### src/rtl/mem_arbiter.sv
// mem_arbiter: shares one 64-bit memory port between an instruction-fetch
// requester (I) and a data requester (D) using a three-state IDLE/WAIT/DONE FSM.
// Each transaction waits at most 256 cycles for mem_ready before it times out.
// Build option: define MEM_ARB_RR_EN for round-robin arbitration when both sides
// request together. By default D has fixed priority over I.
module mem_arbiter (
    input  logic        clk,
    input  logic        rst_n,
    // instruction-fetch side
    input  logic        i_req,
    input  logic [31:2] i_addr,
    output logic        i_ack,
    output logic [31:0] i_rdata,
    // data side
    input  logic        d_req,
    input  logic        d_wen,
    input  logic [31:2] d_addr,
    input  logic [63:0] d_wdata,
    output logic        d_ack,
    output logic [63:0] d_rdata,
    // shared memory port
    output logic        mem_req,
    output logic [31:2] mem_addr,
    output logic        mem_wen,
    output logic [63:0] mem_wdata,
    input  logic        mem_ready,
    input  logic [63:0] mem_rdata,
    // status
    output logic        err,
    output logic        busy
);

    localparam logic [1:0] ST_IDLE = 2'd0;
    localparam logic [1:0] ST_WAIT = 2'd1;
    localparam logic [1:0] ST_DONE = 2'd2;

    localparam logic [7:0] TIMEOUT_LAST = 8'd255;

    logic [1:0]  state_reg;
    logic        owner_d_reg;   // 1 = D side owns the current transaction
    logic [7:0]  cnt_reg;
    logic [31:2] addr_reg;
    logic        wen_reg;
    logic [63:0] wdata_reg;
    logic [63:0] rdata_reg;
    logic        err_reg;
    logic        d_win;

`ifdef MEM_ARB_RR_EN
    logic        last_d_reg;    // 1 = D side got the most recent grant
`endif

    // Pick the winner among the requests present this cycle
    always_comb begin
`ifdef MEM_ARB_RR_EN
        // Under contention the side not granted last time wins
        d_win = d_req && (!i_req || !last_d_reg);
`else
        d_win = d_req;
`endif
    end

    // Transaction FSM: grant, wait for the memory (with timeout), then acknowledge
    always_ff @(posedge clk) begin
        if (!rst_n) begin
            state_reg   <= ST_IDLE;
            owner_d_reg <= 1'b0;
            cnt_reg     <= 8'd0;
            addr_reg    <= '0;
            wen_reg     <= 1'b0;
            wdata_reg   <= 64'd0;
            rdata_reg   <= 64'd0;
            err_reg     <= 1'b0;
`ifdef MEM_ARB_RR_EN
            last_d_reg  <= 1'b0;
`endif
        end else begin
            case (state_reg)
                ST_IDLE: begin
                    if (i_req || d_req) begin
                        state_reg   <= ST_WAIT;
                        cnt_reg     <= 8'd0;
                        owner_d_reg <= d_win;
`ifdef MEM_ARB_RR_EN
                        last_d_reg  <= d_win;
`endif
                        if (d_win) begin
                            addr_reg  <= d_addr;
                            wen_reg   <= d_wen;
                            wdata_reg <= d_wdata;
                        end else begin
                            // Fetches are always reads with zero write data
                            addr_reg  <= i_addr;
                            wen_reg   <= 1'b0;
                            wdata_reg <= 64'd0;
                        end
                    end
                end
                ST_WAIT: begin
                    // A completion on the last allowed cycle beats the timeout
                    if (mem_ready) begin
                        rdata_reg <= mem_rdata;
                        err_reg   <= 1'b0;
                        state_reg <= ST_DONE;
                    end else if (cnt_reg == TIMEOUT_LAST) begin
                        rdata_reg <= 64'd0;
                        err_reg   <= 1'b1;
                        state_reg <= ST_DONE;
                    end else begin
                        cnt_reg   <= cnt_reg + 8'd1;
                    end
                end
                ST_DONE: begin
                    state_reg <= ST_IDLE;
                end
                default: begin
                    state_reg <= ST_IDLE;
                end
            endcase
        end
    end

    // Outputs decode directly from registered state, so none depend on inputs
    always_comb begin
        busy      = (state_reg != ST_IDLE);
        mem_req   = (state_reg == ST_WAIT);
        mem_addr  = addr_reg;
        mem_wen   = wen_reg;
        mem_wdata = wdata_reg;
        i_ack     = (state_reg == ST_DONE) && !owner_d_reg;
        d_ack     = (state_reg == ST_DONE) &&  owner_d_reg;
        err       = (state_reg == ST_DONE) &&  err_reg;
        i_rdata   = rdata_reg[31:0];
        d_rdata   = rdata_reg;
    end

endmodule
### config.mk
export PLATFORM = sky130hd
export DESIGN_NAME = mem_arbiter
export DESIGN_NICKNAME = d
export VERILOG_FILES = /design/src/rtl/mem_arbiter.sv
export SDC_FILE = /design/constraint.sdc
export NUM_CORES = 1
export LEC_CHECK = 0
export BUFFER_PORTS_ARGS = -buffer_cell sky130_fd_sc_hd__buf_2
export CORE_AREA = 2 2 151 153
export DETAILED_ROUTE_END_ITERATION = 12
export DIE_AREA = 0 0 153 155
export PLACE_DENSITY_LB_ADDON = 0.3
export SLEW_MARGIN = 30
export SYNTH_ARGS = -nofsm -noshare
export SYNTH_HDL_FRONTEND = slang
export SYNTH_SLANG_ARGS = --single-unit
### constraint.sdc
create_clock -name clk -period 4.4 [get_ports clk]
set_input_delay 0.88 -clock clk [delete_from_list [all_inputs] [get_ports clk]]
set_output_delay 0.88 -clock clk [all_outputs]
set_load 0.05 [all_outputs]
======== After elaboration in Yosys (flattened, before gate mapping) ========
Index checks and enable logic that the tools add are counted.
storage, ports and cells
  bits in registers ....................... 171
  input port bits ......................... 194
  output and inout bits ................... 196
  logic and storage cells ................. 44
cells by class
  add/sub/neg operators ................... 1
  equality and inequality tests ........... 7
  multiplexer cells ....................... 15
  reductions and logical operators ........ 13
operator list
  cell                                                  number
  two-way mux 64 bit                                    3
  two-way mux 30 bit                                    1
  two-way mux 8 bit                                     3
  case mux 8 bit (2 select lines)                       1
  adder 8 x 1 -> 8 bit (second input constant)          1
  equality test 8 bit (second input constant)           1
  two-way mux 2 bit                                     3
  != test 2 bit (second input constant)                 3
  AND reduction 2 bit                                   3
  nonzero test 2 bit                                    3
  case mux 2 bit (2 select lines)                       1
  AND reduction 4 bit                                   1
  logical AND 1 bit                                     3
  two-way mux 1 bit                                     3
  != test 3 x 1 -> 1 bit (second input constant)        1
  equality test 2 x 1 -> 1 bit (second input constant)  1
  equality test 2 bit (second input constant)           1
  logical NOT 2 bit                                     1
  logical NOT 1 bit                                     1
  logical OR 1 bit                                      1

======== Longest topological paths before layout ========
Gate-level depths: netlist of the first run.
  word-level depth ........................ 4
  gate-level depth with buffers ........... 6
  gate-level depth less buffers ........... 5

======== Worst setup path before layout of the first run ========
No wires, ideal clock.
  path kind ............................... reg-to-output
  start ................................... register state_reg[1]
  end ..................................... output port i_ack
  arrival ................................. 1.538 ns
  required time ........................... 3.520 ns
  slack ................................... 1.982 ns
  cell stages (with the launch flop) ...... 2
  path buffers ............................ 0
  cells stage by stage .................... dfxtp_1 > nor3b_1
on the way
  cells in the longest elaborated chain, start to end .. 2
ends and longest elaborated chain
  item                      line  text
  start: declaration        39    logic [1:0] state_reg;
  start signal: assignment  66    state_reg <= ST_IDLE;
  start signal: assignment  81    state_reg <= ST_WAIT;
  start signal: assignment  104   state_reg <= ST_DONE;
  equality test 2 bit       130   i_ack = (state_reg == ST_DONE) && !owner_d_reg;
  logical AND 1 bit         130
  end: declaration          12    output logic i_ack,
Every way passes these cells.

======== Final worst setup path of the first run ========
  start ................................... register cnt_reg[0]
  end ..................................... register rdata_reg[32], in the netlist d_rdata[32]
on the way
  cells in the longest elaborated chain, start to end .. 3
ends and longest elaborated chain
  item                                  line  text
  start: declaration                    41    logic [7:0] cnt_reg;
  start signal: assignment              110   cnt_reg <= cnt_reg + 8'd1;
  equality test 8 bit                   105   end else if (cnt_reg == TIMEOUT_LAST) begin
  nonzero test 2 bit (no source line)   -
  AND reduction 2 bit (no source line)  -
  end signal: assignment                102   rdata_reg <= mem_rdata;
  end: declaration                      45    logic [63:0] rdata_reg;
Every way passes these cells.
A chain may end at the register's enable or synchronous reset.

==> key figures, run 1 <==
Run status
  • Status: finished clean

Yosys
  • Top cells by area, synth: dfxtp_1, a22o_1, a22oi_1
  • Yosys warns: 0
  • Number of flops mapped to enable cells by yosys: 0
  • Sequential area share after synthesis: 0.5485
  • Post-synthesis async set-or-reset flop share: 0
  • Average size of a mapped cell: 10.37 um2
  • Post-synthesis instance area: 6241 um2
  • Synthesized Nets: between 700 and 800
  • Post-synthesis sequential element count: roughly 170
  • Area leader, netlist: dfxtp_1
  • Post-synthesis cell count: between 600 and 700
  • Synth top area share: 0.5485
  • Synth unique cells: 38
  • Main synth FF type: dfxtp_1

Die
  • Die area: 23,720 um2
  • Die width: 153 um
  • Row cnt: 55
  • Die Span Y: 155 um
  • IO Pins: 390
  • Initial core utilization: 0.2808
  • Core box area: roughly 22,000 um2

Finish
  • Commonest cells after routing, fill and taps aside: buf_2, dfxtp_1, nor2_1, a22oi_1, a22o_1
  • Final Net Count: 1,135
  • Area Overhead vs Synth: 41.26%
  • Commonest non-fill, non-tap cell in the layout: buf_2
  • Share of cells above drive strength 1: 0.4617

CTS
  • CTS root buf: clkbuf_16
  • Resize count post-CTS: 0
  • Worst-Skew Late Latency: about 420 ps
  • CTS tree: built
  • # hold bufs at CTS: 0
  • Maximum clock insertion buffer count: 2
  • Clk pin slew, worst setup/hold paths: 70 ps
  • H-tree levels: 4
  • Inserted Clock Buffers: 17
  • Sink Count: 171
  • Setup Buffers After CTS: 0

Setup path
  • Crit. End Element: flip-flop
  • WP data required: 4760 ps
  • Startpoint Class: flip-flop
  • Critical path fanouts, max: 34
  • Worst EP arrival: 2960 ps
  • CP Class: reg2reg

Worst hold path
  • Worst min path class: reg2reg

Timing
  • Setup Viol. Count Final: 0
  • Clk_skew: 16.32 ps
  • Unrepaired setup endpoints after global routing: false
  • Fin. Hold Viols: 0
  • Fmax: 0.3843 GHz
  • Max Slew Vio Count: 0
  • Slew margin rel.: 0.4135
  • Final min period: about 2600 ps
  • Setup TNS: 0 ps
  • Crit share post-route: 0.5913
  • Worst-Margin Slew: 877.7 ps

Detailed routing
  • # DRC: 0
  • Total number of vias: 5,718
  • Post-DRT Antenna Nets: 0
  • DR WL/cell: between 15 and 20 um
  • Via/cell ratio: roughly 4.6
  • Post-Route WL: 19,760 um
  • Pre-antenna DRT Iters: 6
  • Initial drt markers: between 400 and 500

Pwr
  • Power Dens Cells: roughly 470 nW/um2
  • Total Power: 4.116 mW
  • Static Leak: between 4 and 5 nW
  • VDD IR-drop max: 0.0002083 V

Global routing
  • Vias in the first global route: 5,399
  • Largest net degree at the start of global routing: 57
  • Initial antenna violation count: 4
  • Total Routing Usage GR: 0.1598
  • Global-route wire length before repair: 30,070 um
  • Total grt overflow: 0

Placement
  • Port Buf Inserts: 389
  • Final GP Congestion: 0.7550
  • Post-detail-place hpwl: 14,460 um

Job
  • Maxcap violations: 0
logic make-up (layout without fill, tap and decap cells):
| group | Yosys count | count (layout) | synth area share |
|---|---|---|---|
| AO/OA/AOI/OAI | 183 | 183 | 0.2316 |
| flip-flops | 171 | 171 | 0.5485 |
| AND/OR/NAND/NOR | 128 | 128 | 0.08701 |
| buffers and inverters | 89 | 440 | 0.08280 |
| multiplexers | 30 | 30 | 0.04812 |
| adder cells (fa/ha/maj) | 1 | 1 | 0.002004 |
| other | 0 | 2 | 0 |
critical path, stage by stage (launching register included):
cell and delay (ps):
dfxtp_1 360, ha_1 280, and3_1 240, a21o_2 250
a21oi_4 710, buf_4 480, a22o_1 210
layout make-up:
type | count | area [um2]
clock buffers | 18 | 439.2
repair buffers | 399 | 2062
well taps | 285 | 356.6
flip-flops and latches | 171 | 3423
diodes | 2 | 5.005
inverters | 9 | 35.03
fillers | 2252 | 13410
multi-input cells | 342 | 2323
clock inverters | 14 | 171.4
cells in the mapped netlist, types with 2 or more instances:
| cell type | count |
|---|---|
| nand2_1 | 6 |
| nor2_1 | 101 |
| a22o_1 | 64 |
| a211oi_1 | 31 |
| buf_1 | 3 |
| a41oi_1 | 2 |
| o21ai_0 | 3 |
| and3b_1 | 2 |
| mux2i_1 | 30 |
| nand3_1 | 5 |
| clkbuf_1 | 19 |
| a21oi_1 | 5 |
| buf_6 | 4 |
| dfxtp_1 | 171 |
| a22oi_1 | 65 |
| buf_4 | 34 |
| a31oi_1 | 4 |
| and2_1 | 2 |
| and3_1 | 3 |
| nor3_1 | 2 |
| inv_1 | 8 |
| o211ai_1 | 3 |
| buf_2 | 20 |
power by group:
part           switching [mW]  internal (mW)
clock                   0.714          0.832
sequential             0.0555           1.65
combinational           0.628          0.242
total                    1.40           2.72
routing by layer:
layer	track usage	wire length, um	vias to the layer above	part of all wire
met3	0.05153	1535	13	0.078
met5	0	0	-	0
met2	0.2720	9619	278	0.49
li1	-	-	2846	-
met1	0.1921	8356	2581	0.42
met4	0.05159	246	0	0.012
path summary, 6_finish.rpt:
path / startpoint / endpoint / slack (ps) / cells past startpoint
min reg2reg: cnt_reg[7] / cnt_reg[7] / 480 / 1
min: cnt_reg[7] / cnt_reg[7] / 480 / 1
max: cnt_reg[0] / d_rdata[32] / 1800 / 6
max reg2reg: cnt_reg[0] / d_rdata[32] / 1800 / 6
metrics by stage:
stage | worst slack [ps] | utilization | hold WS, ps | std cells | area [um2]
3_5_place_dp | 1629 | 0.3677 | 459.5 | 1205 | 8173
2_1_floorplan | 1983 | - | 434.6 | 602 | 6241
5_1_grt | 1599 | 0.3966 | 492.1 | 1240 | 8816
6_report | 1798 | 0.3966 | 475.3 | 1240 | 8816
4_1_cts | 1757 | 0.3952 | 475.8 | 1237 | 8783
3_3_place_gp | 1490 | 0.3664 | 456.0 | 1204 | 8144
Note: power is estimated with default switching activity, not from simulation.
==> run 2: changes to the inputs <==
ABC_AREA = 1   (was default)
CORE_AREA = 2 2 150 152   (was 2 2 151 153)
DIE_AREA = 0 0 152 154   (was 0 0 153 155)
clock period = 2.37 ns   (was 4.4 ns; I/O delays follow)
==> run 2 against run 1 <==
Against the previous run: cell count is 18% higher; largest cell class unchanged; sequential share of layout area decreased by 1.8 points; critical path depth shrank 2; clock power is 77% higher; flip-flop and latch count unchanged; cell area increased by 5.0%; largest power group unchanged; via count up 19%; non-clock buffer count grew 5; worst hold slack got worse by 180 ps; die area fell by 1.3%.
==> key figures, run 2 <==
Yosys
  • Synth top area share: 0.5063 (-0.04222)
  • Top cells by area, synth: dfxtp_1, nand2_1, a21oi_1
  • Synth Area in Adders: 0.001850 (-0.0001543)
  • Post-synthesis cell count: 849 (+41%)
  • Largest family of logic cells by synthesized area: simple AND/OR/NAND/NOR gates
  • Synthesized Nets: 1,044 (+31%)
  • Simple-gate share of the synthesized area: 0.2047 (+0.1177)
  • Post-synthesis sequential element count: 171 (unchanged)
  • Average size of a mapped cell: 7.964 um2 (-23%)
  • Top-count cell post-synth: nand2_1
  • Post-synthesis instance area: 6761 um2 (+8.3%)
  • Post-synthesis compound-gate area fraction: 0.1466 (-0.08500)
  • Proportion of synthesized area in mux cells: 0.04441 (-0.003704)
  • Xor and xnor fraction of the mapped netlist area: 0 (unchanged)
  • Sequential area share after synthesis: 0.5063 (-0.04222)
  • Main synth FF type: dfxtp_1
  • Top cells by count, synth: nand2_1, dfxtp_1, a21oi_1
  • Yosys warns: 0 (unchanged)
  • Post-synthesis async set-or-reset flop share: 0 (unchanged)
  • Area leader, netlist: dfxtp_1
  • Number of flops mapped to enable cells by yosys: 0 (unchanged)
  • Synth unique cells: 22 (-42%)

Timing
  • Final min period: slightly below 2000 ps
  • Slew margin rel.: 0.6754 (+0.2619)
  • Clk_skew: 14.04 ps (-2.279 ps)
  • Max Slew Vio Count: 0 (unchanged)
  • Setup TNS: 0 ps (unchanged)
  • Crit share post-route: 0.8141
  • Final hold slack: 291.9 ps (-183.4 ps)
  • Fin. Hold Viols: 0 (unchanged)
  • Worst-Margin Slew: 486.9 ps (-390.8 ps)
  • Fmax: 0.5183 GHz
  • Unrepaired setup endpoints after global routing: false
  • Setup Viol. Count Final: 0 (unchanged)

CTS
  • Resize count post-CTS: 0 (unchanged)
  • CTS tree: built
  • # hold bufs at CTS: 0 (unchanged)
  • CTS root buf: clkbuf_16
  • Sink Count: 171 (unchanged)
  • Clk pin slew, worst setup/hold paths: 80 ps (about the same)
  • H-tree levels: 4 (unchanged)
  • Worst-Skew Late Latency: 430 ps (about the same)
  • Setup Buffers After CTS: 0 (unchanged)
  • Maximum clock insertion buffer count: 2 (unchanged)
  • Inserted Clock Buffers: 17 (unchanged)

Pwr
  • VDD IR-drop max: 0.0004166 V (+100%)
  • Total Power: 7.692 mW (+87%)
  • Switch Pwr: 2.757 mW (+97%)
  • Power Dens Cells: 831.2 nW/um2 (+78%)
  • Static Leak: 4.425 nW (-0.45%)
  • Sequential share of power: 0.411 (-0.002)
  • Switching Fraction: 0.3584 (+0.01909)
  • Logic pwr share: 0.232 (+0.021)
  • Clock group share of total power: 0.357 (-0.018)
  • Internal Power: 4.935 mW (+81%)

Placement
  • Post-place instance area: 8675 um2 (+6.1%)
  • Final GP Congestion: 0.7745 (+2.6%)
  • Port Buf Inserts: 389 (unchanged)
  • Post-detail-place hpwl: 16,340 um (+13%)

Detailed routing
  • # DRC: 0 (unchanged)
  • Post-DRT Antenna Nets: 0 (unchanged)
  • Pre-antenna DRT Iters: 5 (-1)
  • Initial drt markers: 370 (-8.2%)
  • Post-Route WL: 22,250 um (+13%)
  • DR WL/cell: 15.17 um (-4.8%)
  • Via/cell ratio: 4.648 (+0.79%)
  • Total number of vias: 6,818 (+19%)

Finish
  • Commonest cells after routing, fill and taps aside: buf_2, nand2_1, dfxtp_1, a21oi_1, nand3_1
  • Area Overhead vs Synth: 36.86%
  • Share of cells above drive strength 1: 0.3766 (-0.08512)
  • Multi-input logic area: 2703 um2 (+16%)
  • Commonest non-fill, non-tap cell in the layout: buf_2
  • Fill count: 2,282 (+1.3%)
  • Final Net Count: 1,370 (+21%)
  • Diode count: 0 (-2)
  • Area of all placed cells without fillers: 9254 um2 (+5.0%)
  • Seq. cell area: 3423 um2 (unchanged)
  • Fin util: 0.4267 (+0.03005)

Worst hold path
  • Worst min path class: in2reg
  • Hold Startpoint: mem_rdata[59]

Setup path
  • Beginning of the critical path: state_reg[1]
  • Worst EP arrival: 1460 ps (-1500 ps)
  • Slowest cell delay on critical path: 320 ps (-390 ps)
  • Reg2reg start: cnt_reg[0]
  • CP Class: reg2out
  • Worst path cell trace: inv_2 -> nand2_2 -> inv_1 -> buf_2
  • Slowest-stage cell, CP: dfxtp_1
  • Startpoint Class: flip-flop
  • Critical path fanouts, max: 8 (-76%)
  • WP data required: 1900 ps (-2860 ps)
  • Crit. End Element: output pin

Global routing
  • Total Routing Usage GR: 0.1840 (+0.02411)
  • Total grt overflow: 0 (unchanged)
  • Initial antenna violation count: 3 (-1)
  • Vias in the first global route: 6,352 (+18%)
  • Largest net degree at the start of global routing: 97 (+70%)
  • Global-route wire length before repair: 34,240 um (+14%)

Die
  • Core box area: 21,690 um2 (-2.4%)
  • Row cnt: 54 (-1.8%)
  • Die Span Y: 154 um (-0.65%)
  • Initial core utilization: 0.3118 (+0.03098)
  • Die width: 152 um (-0.65%)
  • IO Pins: 390 (unchanged)
  • Die area: 23,410 um2 (-1.3%)

Run status
  • Status: finished clean

Job
  • Maxcap violations: 0 (unchanged)
-- run 2: power groups by stage --
stage          sequential (mW)  combinational, mW  clock, mW
3_5_place_dp              3.22               1.81          0
3_3_place_gp              3.22               1.81          0
4_1_cts                   3.16               1.81       2.84
5_1_grt                   3.19               1.91       2.98
2_1_floorplan             3.83              0.698          0
6_report                  3.16               1.79       2.74
-- run 2: worst paths after layout --
| path | cells past startpoint | endpoint | slack [ps] |
|---|---|---|---|
| setup reg to reg | 9 | d_rdata[50] | 720 |
| hold reg to reg | 2 | d_rdata[52] | 460 |
| hold / removal | 3 | d_rdata[59] | 290 |
| setup / recovery | 4 | mem_req | 440 |
-- run 2: critical path: cells and delay by family (launching register included) --
kind | cells | cell delay [ps]
buf+inv | 3 | 590
flops | 1 | 320
simple gates | 1 | 130
-- run 2: routing by layer --
metal | part of all wire | up-vias | global-route usage
li1 | - | 3432 | -
met5 | 0 | - | 0
met3 | 0.077 | 26 | 0.06032
met2 | 0.51 | 285 | 0.3310
met1 | 0.39 | 3075 | 0.2028
met4 | 0.026 | 0 | 0.06587
-- run 2: through the flow --
| stage | instances | setup slack, ps |
|---|---|---|
| final | 1467 | 440.7 |
| after floorplan | 849 | 819.1 |
| after CTS | 1467 | 381.7 |
| after global routing | 1467 | 312.3 |
| after global placement | 1436 | 660.3 |
| after detailed placement | 1436 | 630.6 |
-- run 2: kinds of logic after synthesis --
family,Yosys count
adders and majority gates,1
buffers and inverters,116
AOI/OAI and AO/OA,198
DFF,171
muxes,30
and+or+nand+nor,333
-- run 2: cell type report --
cell class,instances,share of cell area
Sequential cell,171,0.3699
Multi-Input combinational cell,562,0.2920
Tap cell,280,0.03786
Clock buffer,17,0.04597
Timing Repair Buffer,404,0.2296
Inverter,19,0.007977
Clock inverter,14,0.01663
